<file path="src/rtl/ghost_position_stepper_pkg.sv">
// Shared playfield geometry, stepper state encoding and direction codes for the ghost movers.
package ghost_position_stepper_pkg;

  localparam int WIDTH        = 640;
  localparam int HEIGHT       = 480;
  localparam int TILE_PX      = 20;
  localparam int TILE_COL_NUM = WIDTH / TILE_PX;
  localparam int TILE_ROW_NUM = HEIGHT / TILE_PX;
  localparam int WALLS_W      = TILE_ROW_NUM * TILE_COL_NUM;
  localparam int X_W          = $clog2(WIDTH);
  localparam int Y_W          = $clog2(HEIGHT);
  localparam int GHOST_HOME_X = 320;
  localparam int GHOST_HOME_Y = 240;

  localparam logic [1:0] GS_IDLE  = 2'd0;
  localparam logic [1:0] GS_CHECK = 2'd1;
  localparam logic [1:0] GS_MOVE  = 2'd2;

  typedef enum logic [1:0] {
    DIR_UP    = 2'd0,
    DIR_DOWN  = 2'd1,
    DIR_LEFT  = 2'd2,
    DIR_RIGHT = 2'd3
  } dir_e;

  function automatic logic [X_W:0] magnitude(input logic signed [X_W:0] d);
    return d[X_W] ? $unsigned(-d) : $unsigned(d);
  endfunction

endpackage

</file>
<file path="src/rtl/ghost_position_stepper_if.sv">
// Controller <-> stepper bundle: pacing, proposed target and wall map in; position and status pulses out.
interface ghost_position_stepper_if;
  import ghost_position_stepper_pkg::*;

  logic               frame_tick;
  logic               freeze;
  logic [X_W-1:0]     next_x;
  logic [Y_W-1:0]     next_y;
  logic [WALLS_W-1:0] tilemap_walls;
  logic [X_W-1:0]     x;
  logic [Y_W-1:0]     y;
  logic               moving;
  logic               arrived;
  logic               blocked;

  modport master (
    output frame_tick, freeze, next_x, next_y, tilemap_walls,
    input  x, y, moving, arrived, blocked
  );

  modport slave (
    input  frame_tick, freeze, next_x, next_y, tilemap_walls,
    output x, y, moving, arrived, blocked
  );

endinterface

</file>
<file path="src/rtl/ghost_position_stepper_tile_wall_lookup.sv">
// Combinational pixel -> wall-bit lookup shared by the ghost and pac-man movers.
module tile_wall_lookup
  import ghost_position_stepper_pkg::*;
#(
  parameter int TILE = TILE_PX
) (
  input  logic [X_W-1:0]     i_px_x,
  input  logic [Y_W-1:0]     i_px_y,
  input  logic [WALLS_W-1:0] i_walls,
  output logic               o_wall
);

  localparam int IDX_W = $clog2(WALLS_W);

  logic [31:0] w_col;
  logic [31:0] w_row;
  logic [31:0] w_idx;

  always_comb begin
    w_col  = 32'(i_px_x) / TILE;
    w_row  = 32'(i_px_y) / TILE;
    w_idx  = w_row * TILE_COL_NUM + w_col;
    // Anything off the map reads as solid so a stray coordinate can never open a path.
    o_wall = (w_idx < WALLS_W) ? i_walls[w_idx[IDX_W-1:0]] : 1'b1;
  end

endmodule

</file>
<file path="src/rtl/ghost_position_stepper.sv">
// Validates one controller step against range/shape/wall rules, then walks the ghost there one pixel per px_tick.
module ghost_position_stepper
  import ghost_position_stepper_pkg::*;
#(
  parameter int SPEED         = 20,
  parameter int TILE          = TILE_PX,
  parameter int FRAMES_PER_PX = 1,
  parameter int HOME_X        = GHOST_HOME_X,
  parameter int HOME_Y        = GHOST_HOME_Y
) (
  input logic                     clk,
  input logic                     reset,
  ghost_position_stepper_if.slave bus
);

  localparam logic [3:0]     PACE_LAST = 4'(FRAMES_PER_PX - 1);
  localparam logic [X_W:0]   SPEED_MAG = (X_W + 1)'(SPEED);
  localparam logic [X_W-1:0] X_LIMIT   = X_W'(WIDTH);
  localparam logic [Y_W-1:0] Y_LIMIT   = Y_W'(HEIGHT);

  logic [1:0]     r_state;
  logic [3:0]     r_pace;
  logic [X_W-1:0] r_x;
  logic [Y_W-1:0] r_y;
  logic [X_W-1:0] r_tx;
  logic [Y_W-1:0] r_ty;
  dir_e           r_dir;
  logic           r_arrived;
  logic           r_blocked;

  logic                  w_run;
  logic                  w_px_tick;
  logic                  w_wall;
  logic                  w_valid;
  logic signed [X_W:0]   w_dx;
  logic signed [Y_W:0]   w_dy;
  logic [X_W:0]          w_mag;
  dir_e                  w_dir;
  logic [X_W-1:0]        w_step_x;
  logic [Y_W-1:0]        w_step_y;
  logic                  w_hit;

  assign w_run     = ~bus.freeze;
  assign w_px_tick = bus.frame_tick & w_run & (r_pace == PACE_LAST);

  tile_wall_lookup #(.TILE(TILE)) u_wall_lookup (
    .i_px_x  (r_tx),
    .i_px_y  (r_ty),
    .i_walls (bus.tilemap_walls),
    .o_wall  (w_wall)
  );

  // Target validation; differences are one bit wider than the coordinate so wrapped targets stay out of range.
  always_comb begin
    // NOTE: every always_comb output gets a default first so no path can infer a latch.
    w_mag = '0;
    w_dir = DIR_UP;
    w_dx  = $signed({1'b0, r_tx}) - $signed({1'b0, r_x});
    w_dy  = $signed({1'b0, r_ty}) - $signed({1'b0, r_y});
    if (|w_dx) begin
      w_mag = magnitude(w_dx);
      w_dir = w_dx[X_W] ? DIR_LEFT : DIR_RIGHT;
    end else begin
      w_mag = magnitude({{(X_W - Y_W){w_dy[Y_W]}}, w_dy});
      w_dir = w_dy[Y_W] ? DIR_UP : DIR_DOWN;
    end
    w_valid = (r_tx < X_LIMIT) && (r_ty < Y_LIMIT) && ((|w_dx) ^ (|w_dy))
              && (w_mag == SPEED_MAG) && !w_wall;
  end

  always_comb begin
    w_step_x = r_x;
    w_step_y = r_y;
    case (r_dir)
      DIR_LEFT:  w_step_x = r_x - X_W'(1);
      DIR_RIGHT: w_step_x = r_x + X_W'(1);
      DIR_UP:    w_step_y = r_y - Y_W'(1);
      DIR_DOWN:  w_step_y = r_y + Y_W'(1);
      default:   w_step_x = r_x;
    endcase
    w_hit = (w_step_x == r_tx) && (w_step_y == r_ty);
  end

  // NOTE: state registers use non-blocking assignments so every flop samples pre-edge values.
  always_ff @(posedge clk or posedge reset) begin
    if (reset) begin
      r_state   <= GS_IDLE;
      r_pace    <= '0;
      r_x       <= X_W'(HOME_X);
      r_y       <= Y_W'(HOME_Y);
      r_tx      <= X_W'(HOME_X);
      r_ty      <= Y_W'(HOME_Y);
      r_dir     <= DIR_UP;
      r_arrived <= 1'b0;
      r_blocked <= 1'b0;
    end else begin
      r_arrived <= 1'b0;
      r_blocked <= 1'b0;
      if (bus.frame_tick && w_run)
        r_pace <= (r_pace == PACE_LAST) ? '0 : r_pace + 4'd1;
      // Freeze holds the whole machine; a px_tick seen in CHECK is spent on pacing only.
      if (w_run) begin
        case (r_state)
          GS_IDLE: begin
            if (w_px_tick) begin
              r_tx    <= bus.next_x;
              r_ty    <= bus.next_y;
              r_state <= GS_CHECK;
            end
          end
          GS_CHECK: begin
            if (w_valid) begin
              r_dir   <= w_dir;
              r_state <= GS_MOVE;
            end else begin
              r_blocked <= 1'b1;
              r_state   <= GS_IDLE;
            end
          end
          GS_MOVE: begin
            if (w_px_tick) begin
              r_x <= w_step_x;
              r_y <= w_step_y;
              if (w_hit) begin
                r_arrived <= 1'b1;
                r_state   <= GS_IDLE;
              end
            end
          end
          default: r_state <= GS_IDLE;
        endcase
      end
    end
  end

  assign bus.x       = r_x;
  assign bus.y       = r_y;
  assign bus.moving  = (r_state == GS_MOVE);
  assign bus.arrived = r_arrived & w_run;
  assign bus.blocked = r_blocked & w_run;

endmodule
</file>
<file path="src/flat_wrapper.sv">
// flat-port wrapper written by rule: the top's interface ports become plain ports
module ghost_position_stepper_flat import ghost_position_stepper_pkg::*;
#(
  parameter int SPEED         = 20,
  parameter int TILE          = TILE_PX,
  parameter int FRAMES_PER_PX = 1,
  parameter int HOME_X        = GHOST_HOME_X,
  parameter int HOME_Y        = GHOST_HOME_Y
)
  (clk, reset, bus_frame_tick, bus_freeze, bus_next_x, bus_next_y, bus_tilemap_walls, bus_x, bus_y, bus_moving, bus_arrived, bus_blocked);
  ghost_position_stepper_if bus_i ();
  input logic clk;
  input logic reset;
  input wire logic [$bits(bus_i.frame_tick)-1:0] bus_frame_tick;
  input wire logic [$bits(bus_i.freeze)-1:0] bus_freeze;
  input wire logic [$bits(bus_i.next_x)-1:0] bus_next_x;
  input wire logic [$bits(bus_i.next_y)-1:0] bus_next_y;
  input wire logic [$bits(bus_i.tilemap_walls)-1:0] bus_tilemap_walls;
  output wire logic [$bits(bus_i.x)-1:0] bus_x;
  output wire logic [$bits(bus_i.y)-1:0] bus_y;
  output wire logic [$bits(bus_i.moving)-1:0] bus_moving;
  output wire logic [$bits(bus_i.arrived)-1:0] bus_arrived;
  output wire logic [$bits(bus_i.blocked)-1:0] bus_blocked;
  assign bus_i.frame_tick = bus_frame_tick;
  assign bus_i.freeze = bus_freeze;
  assign bus_i.next_x = bus_next_x;
  assign bus_i.next_y = bus_next_y;
  assign bus_i.tilemap_walls = bus_tilemap_walls;
  assign bus_x = bus_i.x;
  assign bus_y = bus_i.y;
  assign bus_moving = bus_i.moving;
  assign bus_arrived = bus_i.arrived;
  assign bus_blocked = bus_i.blocked;
  ghost_position_stepper #(.SPEED(SPEED), .TILE(TILE), .FRAMES_PER_PX(FRAMES_PER_PX), .HOME_X(HOME_X), .HOME_Y(HOME_Y)) u_core (.clk(clk), .reset(reset), .bus(bus_i));
endmodule
</file>
<file path="config.mk">
export PLATFORM = sky130hd
export DESIGN_NAME = ghost_position_stepper_flat
export DESIGN_NICKNAME = d
export VERILOG_FILES = /design/src/rtl/ghost_position_stepper_pkg.sv /design/src/rtl/ghost_position_stepper_if.sv /design/src/rtl/ghost_position_stepper_tile_wall_lookup.sv /design/src/rtl/ghost_position_stepper.sv /design/src/flat_wrapper.sv
export SDC_FILE = /design/constraint.sdc
export NUM_CORES = 1
export LEC_CHECK = 0
export ABC_AREA = 1
export CORE_AREA = 2 2 318 320
export CTS_BUF_LIST = sky130_fd_sc_hd__clkbuf_4 sky130_fd_sc_hd__clkbuf_8 sky130_fd_sc_hd__clkbuf_16
export DETAILED_ROUTE_END_ITERATION = 6
export DIE_AREA = 0 0 320 322
export PLACE_DENSITY = 0.41
export SYNTH_ARGS = -nofsm -noshare
export SYNTH_HDL_FRONTEND = slang
export SYNTH_HIERARCHICAL = 1
export SYNTH_SLANG_ARGS = --single-unit
</file>
<file path="constraint.sdc">
create_clock -name clk -period 11.1 [get_ports clk]
set_clock_uncertainty 0.05 [all_clocks]
set_input_delay 1.665 -clock clk [delete_from_list [all_inputs] [get_ports clk]]
set_output_delay 1.665 -clock clk [all_outputs]
set_load 0.01 [all_outputs]
</file>
# After elaboration in Yosys (flattened, before gate mapping)
# Index checks and enable logic that the tools add are counted.
dict set report classes {
  addsub 10
  div_mod_pow 2
  magnitude_cmp 4
  n_eq_ne 11
  muxes 24
  bitwise 6
  n_reduce_logical 16
}
# op count
set ops {}
lappend ops {{$mux 11} 3}
lappend ops {{$add 32x32->32} 1}
lappend ops {{$div 10x5->32 const B} 1}
lappend ops {{$div 9x5->32 const B} 1}
lappend ops {{$lt 32x10->1 const B} 1}
lappend ops {{$pmux 10 s2} 1}
lappend ops {{$pmux 9 s2} 1}
lappend ops {{$eq 11x5->1 const B} 1}
lappend ops {{$lt 10x11->1 const B} 1}
lappend ops {{$mux 1} 11}
lappend ops {{$neg 10->11} 1}
lappend ops {{$neg 11->11} 1}
lappend ops {{$reduce_or 11->1} 1}
lappend ops {{$sub 10x10->11} 1}
lappend ops {{$add 10x1->10 const B} 1}
lappend ops {{$bmux 1 s10} 1}
lappend ops {{$eq 10x10->1} 1}
lappend ops {{$lt 10x10->1 const B} 1}
lappend ops {{$mux 2} 5}
lappend ops {{$reduce_or 10->1} 1}
lappend ops {{$sub 10x1->10 const B} 1}
lappend ops {{$sub 9x9->10} 1}
lappend ops {{$add 9x1->9 const B} 1}
lappend ops {{$eq 9x9->1} 1}
lappend ops {{17 further kinds} 33}
dict set report word_totals {
  register_bits 48
  input_bits 791
  out_inout_bits 22
  elab_cells 82
}

# Longest topological paths before layout
# Gate-level depths: netlist of run 1.
dict set report depth {
  word_depth 10
  depth_mapped 51
  ltp_nobuf 48
}

# By module
# The synthesis of run 1 kept the hierarchy.
# module n_inst cells_each area_each_um2
set modules_own_cells {}
lappend modules_own_cells {tile_wall_lookup 1 2212 10542.6}
lappend modules_own_cells {ghost_position_stepper 1 895 5436.5}

# Least setup slack after synthesis of run 1
# OpenSTA, ideal clock, no wires.
dict set report synth_path {
  kind {reg-to-reg}
  start {reg u_core.r_tx[8]}
  end {reg u_core.r_dir[0]}
  setup_time_ns 0.117
  arrival_ns 5.273
  t_required_ns 10.933
  slack_ns 5.660
  stages_incl_launch_ff 47
  synth_period_minus_slack_ns 5.440
  cell_sequence {dfstp_2 -> inv_1 -> nand2_1 -> ha_1 -> inv_1 -> a21oi_1 -> nor2_2 -> nand2_2 -> nand2_1 -> nand3_2 -> nand2_2 -> nand3_4 -> nand2_2 -> nand2_1 -> nor2_2 -> nand3_2 -> buf_6 -> nand2_1 -> [11 not listed] -> o211ai_1 -> nand3_1 -> nand3_1 -> nand3_1 -> nand3_1 -> nand3_1 -> nand3_1 -> nand3_1 -> nand3_1 -> nand3_1 -> nor3_1 -> nand2_1 -> inv_1 -> nand3_2 -> nor2_4 -> nand3_1 -> nand2_1 -> nand2_1}
}
dict set report synth_via {
  elab_chain_cells 8
  elab_cells_between_ends 22
}
# element line_no
set synth_rtl {}
lappend synth_rtl {{from (decl)} ghost_position_stepper.sv:25} ;# logic [X_W-1:0] r_tx;
lappend synth_rtl {{from (signal assigned)} ghost_position_stepper.sv:91} ;# r_tx <= X_W'(HOME_X);
lappend synth_rtl {{from (signal assigned)} ghost_position_stepper.sv:106} ;# r_tx <= bus.next_x;
lappend synth_rtl {{$div 10x5->32 *} ghost_position_stepper_tile_wall_lookup.sv:20} ;# w_col = 32'(i_px_x) / TILE;
lappend synth_rtl {{$add 32x32->32 *} ghost_position_stepper_tile_wall_lookup.sv:22} ;# w_idx = w_row * TILE_COL_NUM + w_col;
lappend synth_rtl {{$bmux 1 s10} ghost_position_stepper_tile_wall_lookup.sv:24} ;# o_wall = (w_idx < WALLS_W) ? i_walls[w_idx[IDX_W-1:0]] : 1'b1;
lappend synth_rtl {{$mux 1 (implied by the code)} ghost_position_stepper_tile_wall_lookup.sv:24}
lappend synth_rtl {{$mux 1 *} ghost_position_stepper_tile_wall_lookup.sv:24}
lappend synth_rtl {{named net u_core.w_wall} ghost_position_stepper.sv:33} ;# logic w_wall;
lappend synth_rtl {{$logic_not 1->1 *} ghost_position_stepper.sv:68} ;# && (w_mag == SPEED_MAG) && !w_wall;
lappend synth_rtl {{$logic_and 1x1->1 *} ghost_position_stepper.sv:68}
lappend synth_rtl {{$reduce_and 3->1 (no source line) *} n/a}
lappend synth_rtl {{to (signal assigned)} ghost_position_stepper.sv:113} ;# r_dir <= w_dir;
lappend synth_rtl {{to (decl)} ghost_position_stepper.sv:27} ;# dir_e r_dir;
# The timed path passes the listed nets; every way through them passes the cells marked *. The select of a mux whose other input is x is not followed.
# A chain may end at the register's enable or synchronous reset.

# Final worst setup path of run 1
# Ends and elaborated chain as after synthesis.

==> key figures, run 1 <==
Clock tree
  • CTS tree: done
  • H-tree levels: 2
  • Clock Sink Count: 48
  • CTS Root Cell: clkbuf_16
  • CTS buffer count: 5
  • Post-CTS Resized: 0
  • CTS max path bufs: 2
  • Reg clk slew, reported paths: 70 ps
  • Hold Buf Count CTS: 0
  • Clk Latency, worst-skew pair: 310 ps
  • Post-CTS setup buffers: 0

Routing
  • Final ANT Viol Nets: 0
  • Post-Route WL: 116,000 um
  • Drt wl/cell: between 20 and 25 um
  • Post-route DRC: 0
  • DR vias: about 23,000
  • Vias per cell: 4.61
  • DRT Pass-1 Iters: 5
  • DRT iter0 DRCs: 1,781

Yosys
  • Seq/Total Area, Yosys: 7.61%
  • Yosys cell types: 50
  • Share of the synthesized area in the top cell type: 21.6%
  • Ranking of synthesized cells by area: nand3_1 22%, nand2_1 18%, inv_1 13%
  • Seq cells post-synth: between 40 and 50
  • Mapped Area: 16,000 um^2
  • Post-synth net total: between 3,000 and 4,000
  • Synth area leader: nand3_1
  • Post-synth top flop: dfrtp_1
  • Mean area per synthesized cell: 5.14 um^2
  • Fraction of registers with async set/reset: 100%
  • Count of flip-flops with a built-in enable after synthesis: 0
  • Ys Warns: 6
  • Syn Inst Count: 3,107

STA
  • Tcrit/Tclk final: between 80% and 90%
  • Hold Vio Cnt, Final: 0
  • Fmax: 107 MHz
  • Worst Max-Slew Pin Slew: 1200 ps
  • Fin. max-slew vios: 0
  • Setup violators final: 0
  • Crit path time final: 9340 ps
  • RSZ-0062 raised after global routing: false
  • Worst slew margin: around 20%
  • Post-route setup TNS: 0 ps

Worst setup path
  • CP required: approximately 11,000 ps
  • Worst path bufs/invs: 6
  • Slowest stage delay, CP: between 700 and 800 ps
  • Top Family by Delay on Critical Path: simple AND/OR/NAND/NOR gates
  • Worst-path fanout max: 80
  • Critical path's slowest cell: nor2_4
  • Most used cell, CP: nand2_1
  • Crit Path Category: reg -> reg
  • Startpoint types: register
  • Critical Path Sink Type: register
  • Arr. time, crit path: between 9000 and 10,000 ps

Run status
  • Outcome: completed

Cells and area
  • Layout Nets: ~4,600
  • Final Non-Filler Cells: 5,048
  • Share of cells above drive strength 1: 3.50%
  • Area grow syn2layout: 57.6%
  • Fill cells: 11,500

Flow run
  • Max-cap viol count: 0

Place
  • Port-buffer cells: 812
  • Number of placed instances with taps included: 5,028
  • DP HPWL: just over 90,000 um
  • Gpl congestion: 0.873

Floorplan
  • Core Rows: about 120
  • Die Y-Extent: 322 um
  • Core ar.: roughly 100,000 um^2
  • Die area: between 100,000 and 150,000 um^2
  • # IOs: roughly 810
  • Die Width: roughly 320 um
  • Initial Utilization: around 16%

Worst hold path
  • Hold Path Class: reg -> reg

GRT
  • Total global routing overflow: 0
  • Vias in the first global route: 22,700
  • Initial antenna violation count: 23
  • First-pass GRT wire length: 163,000 um
  • Largest net degree at the start of global routing: 190
  • GRT Overall Usage: 21.3%
-- sequential cells by signal (all words and copies together), names as in the netlist --
signal and cells:
u_core/bus.x 10, u_core/bus.y 9, u_core/r_arrived 1, u_core/r_blocked 1, u_core/r_dir 2, u_core/r_pace 4, u_core/r_state 2, u_core/r_tx 10
u_core/r_ty 9
-- synth_stat cells (all sizes together) (2+ instances only) --
cell / instances
a21boi: 2
a21o: 2
a21oi: 83
buf: 127
clkbuf: 90
clkinv: 6
dfrtp: 36
dfstp: 12
fa: 4
ha: 42
inv: 573
mux2: 5
nand2: 793
nand3: 705
nand3b: 13
nand4: 219
nor2: 111
nor3: 8
o211ai: 88
o21ai: 147
o21bai: 3
or2: 6
xnor2: 6
xor2: 18
-- per-layer routing --
metal	vias to the layer above	GRT usage [%]	wire [um]
met1	10900	25.7	47400
met5	-	0	92
li1	11500	-	-
met4	14	4.05	2010
met2	775	39.2	58800
met3	78	3.77	7630
-- logic make-up after synthesis --
kind of cell	after synthesis	share of synthesized area (%)
compound gates	329	12.0
xor+xnor	24	1.32
fa+ha+maj	46	3.79
buf+inv	796	20.4
flops	48	7.61
mux	5	0.352
simple gates	1859	54.6
-- cells in the final DEF (no fill, tap or decap), types with 5 or more instances in the layout --
cell type / instances
clkbuf_16: 5
nand3_2: 13
clkdlybuf4s50_1: 812
clkinv_1: 5
mux2_2: 5
dfrtp_1: 36
diode_2: 12
xnor2_1: 6
o21ai_1: 77
nand3b_1: 13
o21ai_0: 70
xor2_1: 18
dfstp_2: 12
buf_4: 21
nor3_1: 7
ha_1: 42
inv_2: 12
nor2_2: 10
nand4_1: 218
or2_2: 5
buf_12: 7
o211ai_1: 88
inv_1: 558
nor2_4: 6
nand2_1: 774
nor2_1: 95
nand2_2: 18
a21oi_1: 80
nand3_1: 688
-- through the flow --
step	hold WS, ps	area (um^2)	util [%]	worst slack (ps)
after floorplan	396	16000	-	5660
after global placement	423	25000	25.1	1640
after detailed placement	416	25000	25.1	1580
after CTS	429	25200	25.3	1540
after global routing	461	25200	25.3	915
final	427	25200	25.3	1760
-- area by class of cell --
type | count | area, um^2 | area share, %
multi-input combinational | 2263 | 11500 | 45.8
timing repair buffer | 840 | 8430 | 33.4
inverter | 579 | 2190 | 8.68
tap | 1298 | 1620 | 6.45
sequential | 48 | 1220 | 4.83
clock buffer | 6 | 133 | 0.526
clock inverter | 2 | 35.0 | 0.139
antenna | 12 | 30.0 | 0.119
-- worst paths after layout --
check                                                      to                    startpoint  slack (ps)  cells after the start
min in group asynchronous          u_core/r_tx[5]$_DFFE_PP0P_                         reset        1810                      3
worst min-delay path             u_core/r_pace[3]$_DFFE_PP0P_  u_core/r_pace[3]$_DFFE_PP0P_         430                      1
worst min register to register   u_core/r_pace[3]$_DFFE_PP0P_  u_core/r_pace[3]$_DFFE_PP0P_         430                      1
worst max register to register    u_core/r_dir[0]$_DFFE_PP0P_    u_core/r_tx[8]$_DFFE_PP1P_        1760                     46
worst max-delay path              u_core/r_dir[0]$_DFFE_PP0P_    u_core/r_tx[8]$_DFFE_PP1P_        1760                     46
max in group asynchronous       u_core/r_state[1]$_DFFE_PP0P_                         reset        8740                      3
Power of run 1 is left out: the tool's default activity adds up to more than one toggle a clock period on the data nets, which glitch-free logic cannot reach.
==> run 2: changes to the inputs <==
- PLACE_DENSITY: 0.41 -> 0.42
- clock period: 11.1 -> 8 ns (I/O delays scaled with it)
==> run 2 against run 1 <==
Effect of this change:
- die area unchanged
- core utilization is 0.23 points higher
- via count about the same
- critical endpoint is now u_core/r_dir[1]$_DFFE_PP0P_
- fmax grew 25%
- wire length increased by 0.79%
- global-route usage grew 0.21 points
- largest cell class unchanged
==> key figures, run 2 (synthesized netlist as in run 1, its figures left out) <==
Worst setup path
  • Slowest stage delay, CP: 600 ps
  • CP required: 8140 ps
  • Critical Path Sink Type: register
  • Critical path's slowest cell: dfstp_2
  • R2R cell count: 43
  • Crit Path Category: reg -> reg
  • RR Startpoint: u_core/r_tx[8]$_DFFE_PP1P_
  • Flop-to-flop setup slack: 560 ps
  • Critical R2R Capture: u_core/r_dir[1]$_DFFE_PP0P_
  • Arr. time, crit path: around 7600 ps
  • Most used cell, CP: nand3_1
  • Worst-path fanout max: 189
  • Startpoint types: register

Worst hold path
  • Hold Path Class: reg -> reg
  • HP Start: u_core/r_pace[3]$_DFFE_PP0P_
  • Hold Path Depth: 1
  • Hold endpoint: u_core/r_pace[3]$_DFFE_PP0P_

Floorplan
  • Die Width: 320 um
  • Die area: 103,000 um^2
  • Core ar.: 99,600 um^2
  • # IOs: 813
  • Core Rows: 116
  • Die Y-Extent: ~320 um
  • Initial Utilization: ~16%

Routing
  • Final ANT Viol Nets: 0
  • Vias per cell: 4.59
  • DRT Pass-1 Iters: 6
  • Drt wl/cell: 23.0 um
  • DR vias: between 20,000 and 25,000
  • DRT iter0 DRCs: 1,903
  • Post-route DRC: 0
  • Post-Route WL: 117,000 um

STA
  • Post-route setup TNS: 0 ps
  • Worst slew margin: under 10%
  • Crit path time final: 7440 ps
  • Fmax: 134 MHz
  • RSZ-0062 raised after global routing: false
  • Hold Vio Cnt, Final: 0
  • Tcrit/Tclk final: 93.1%
  • Worst Max-Slew Pin Slew: approximately 1400 ps
  • Fin. max-slew vios: 0
  • Setup violators final: 0

Place
  • Placed cell areas: 25,200 um^2
  • Gpl congestion: ~0.90
  • Port-buffer cells: between 800 and 900
  • DP HPWL: 93,500 um

GRT
  • First-pass GRT wire length: 163,000 um
  • Total global routing overflow: 0
  • Vias in the first global route: 22,700
  • GRT Overall Usage: 21.5%
  • Largest net degree at the start of global routing: 190
  • Initial antenna violation count: 28

Cells and area
  • Post-route cell area: 25,400 um^2
  • Layout Nets: 4,592
  • Share of cells above drive strength 1: 3.94%
  • Area occupied by multi-input gates: 11,500 um^2
  • Area grow syn2layout: 59.1%
  • Most common cell after layout, fill and taps aside: clkdlybuf4s50_1
  • Fill cells: 11,400
  • Commonest cells after routing, fill and taps aside: 812 x clkdlybuf4s50_1, 774 x nand2_1, 689 x nand3_1
  • Seq. cell area: 1220 um^2

Clock tree
  • H-tree levels: 2
  • Post-CTS Resized: 0
  • CTS Root Cell: clkbuf_16
  • Hold Buf Count CTS: 0
  • CTS buffer count: 5
  • Clock Sink Count: between 40 and 50
  • Reg clk slew, reported paths: 80 ps
  • Post-CTS setup buffers: 0
  • CTS max path bufs: 2
  • Clk Latency, worst-skew pair: 300 ps
  • CTS tree: done

Flow run
  • Max-cap viol count: 0

Run status
  • Outcome: completed
==> run 2: cell count changes in the layout (fill, tap and decap cells not counted), sizes merged <==
cell	previous run	this run
diode	12	19
buf	28	46
==> run 2: layer usage <==
layer,track usage (%),vias to the layer above,wire [um]
met2,39.1,795,59300
met1,25.9,10800,47700
met4,5.61,14,2390
met5,0,-,82
li1,-,11500,-
met3,3.80,92,7350
==> run 2: stage by stage <==
stage | instances | hold WS (ps) | worst slack [ps] | util (%)
2_1_floorplan | 3107 | 396 | 2560 | -
3_3_place_gp | 5043 | 415 | 619 | 25.3
3_5_place_dp | 5043 | 416 | 615 | 25.3
4_1_cts | 5051 | 431 | 582 | 25.5
5_1_grt | 5071 | 468 | 76.9 | 25.5
6_report | 5073 | 432 | 556 | 25.5
==> run 2: worst max-delay path, delay by kind of cell (launching register included) <==
family,cells,cell delay [ps]
compound gates,1,90
fa+ha+maj,1,240
buf+inv,5,880
flops,1,600
simple gates,36,5080
==> run 2: worst max-delay path by stage <==
| stage | from | endpoint | slack [ps] | cells past startpoint |
|---|---|---|---|---|
| 4_1_cts | u_core/r_tx[8]$_DFFE_PP1P_ | u_core/r_dir[1]$_DFFE_PP0P_ | 580 | 48 |
| 6_report | u_core/r_tx[8]$_DFFE_PP1P_ | u_core/r_dir[1]$_DFFE_PP0P_ | 560 | 43 |
| 3_3_place_gp | u_core/r_tx[8]$_DFFE_PP1P_ | u_core/r_dir[0]$_DFFE_PP0P_ | 620 | 47 |
| 5_1_grt | u_core/r_tx[8]$_DFFE_PP1P_ | u_core/r_dir[0]$_DFFE_PP0P_ | 80 | 43 |
| 3_5_place_dp | u_core/r_tx[8]$_DFFE_PP1P_ | u_core/r_dir[1]$_DFFE_PP0P_ | 610 | 48 |
| 2_1_floorplan | u_core/r_tx[8]$_DFFE_PP1P_ | u_core/r_dir[0]$_DFFE_PP0P_ | 2560 | 46 |
==> run 2: area by class of cell <==
| type | count | share of cell area, % |
|---|---|---|
| diodes | 19 | 0.187 |
| clock buffers | 6 | 0.546 |
| clock inverters | 2 | 0.153 |
| inverters | 579 | 8.60 |
| multi-input cells | 2263 | 45.4 |
| flip-flops and latches | 48 | 4.78 |
| well taps | 1298 | 6.39 |
| repair buffers | 858 | 34.0 |
Power of run 2 is left out for the same reason.
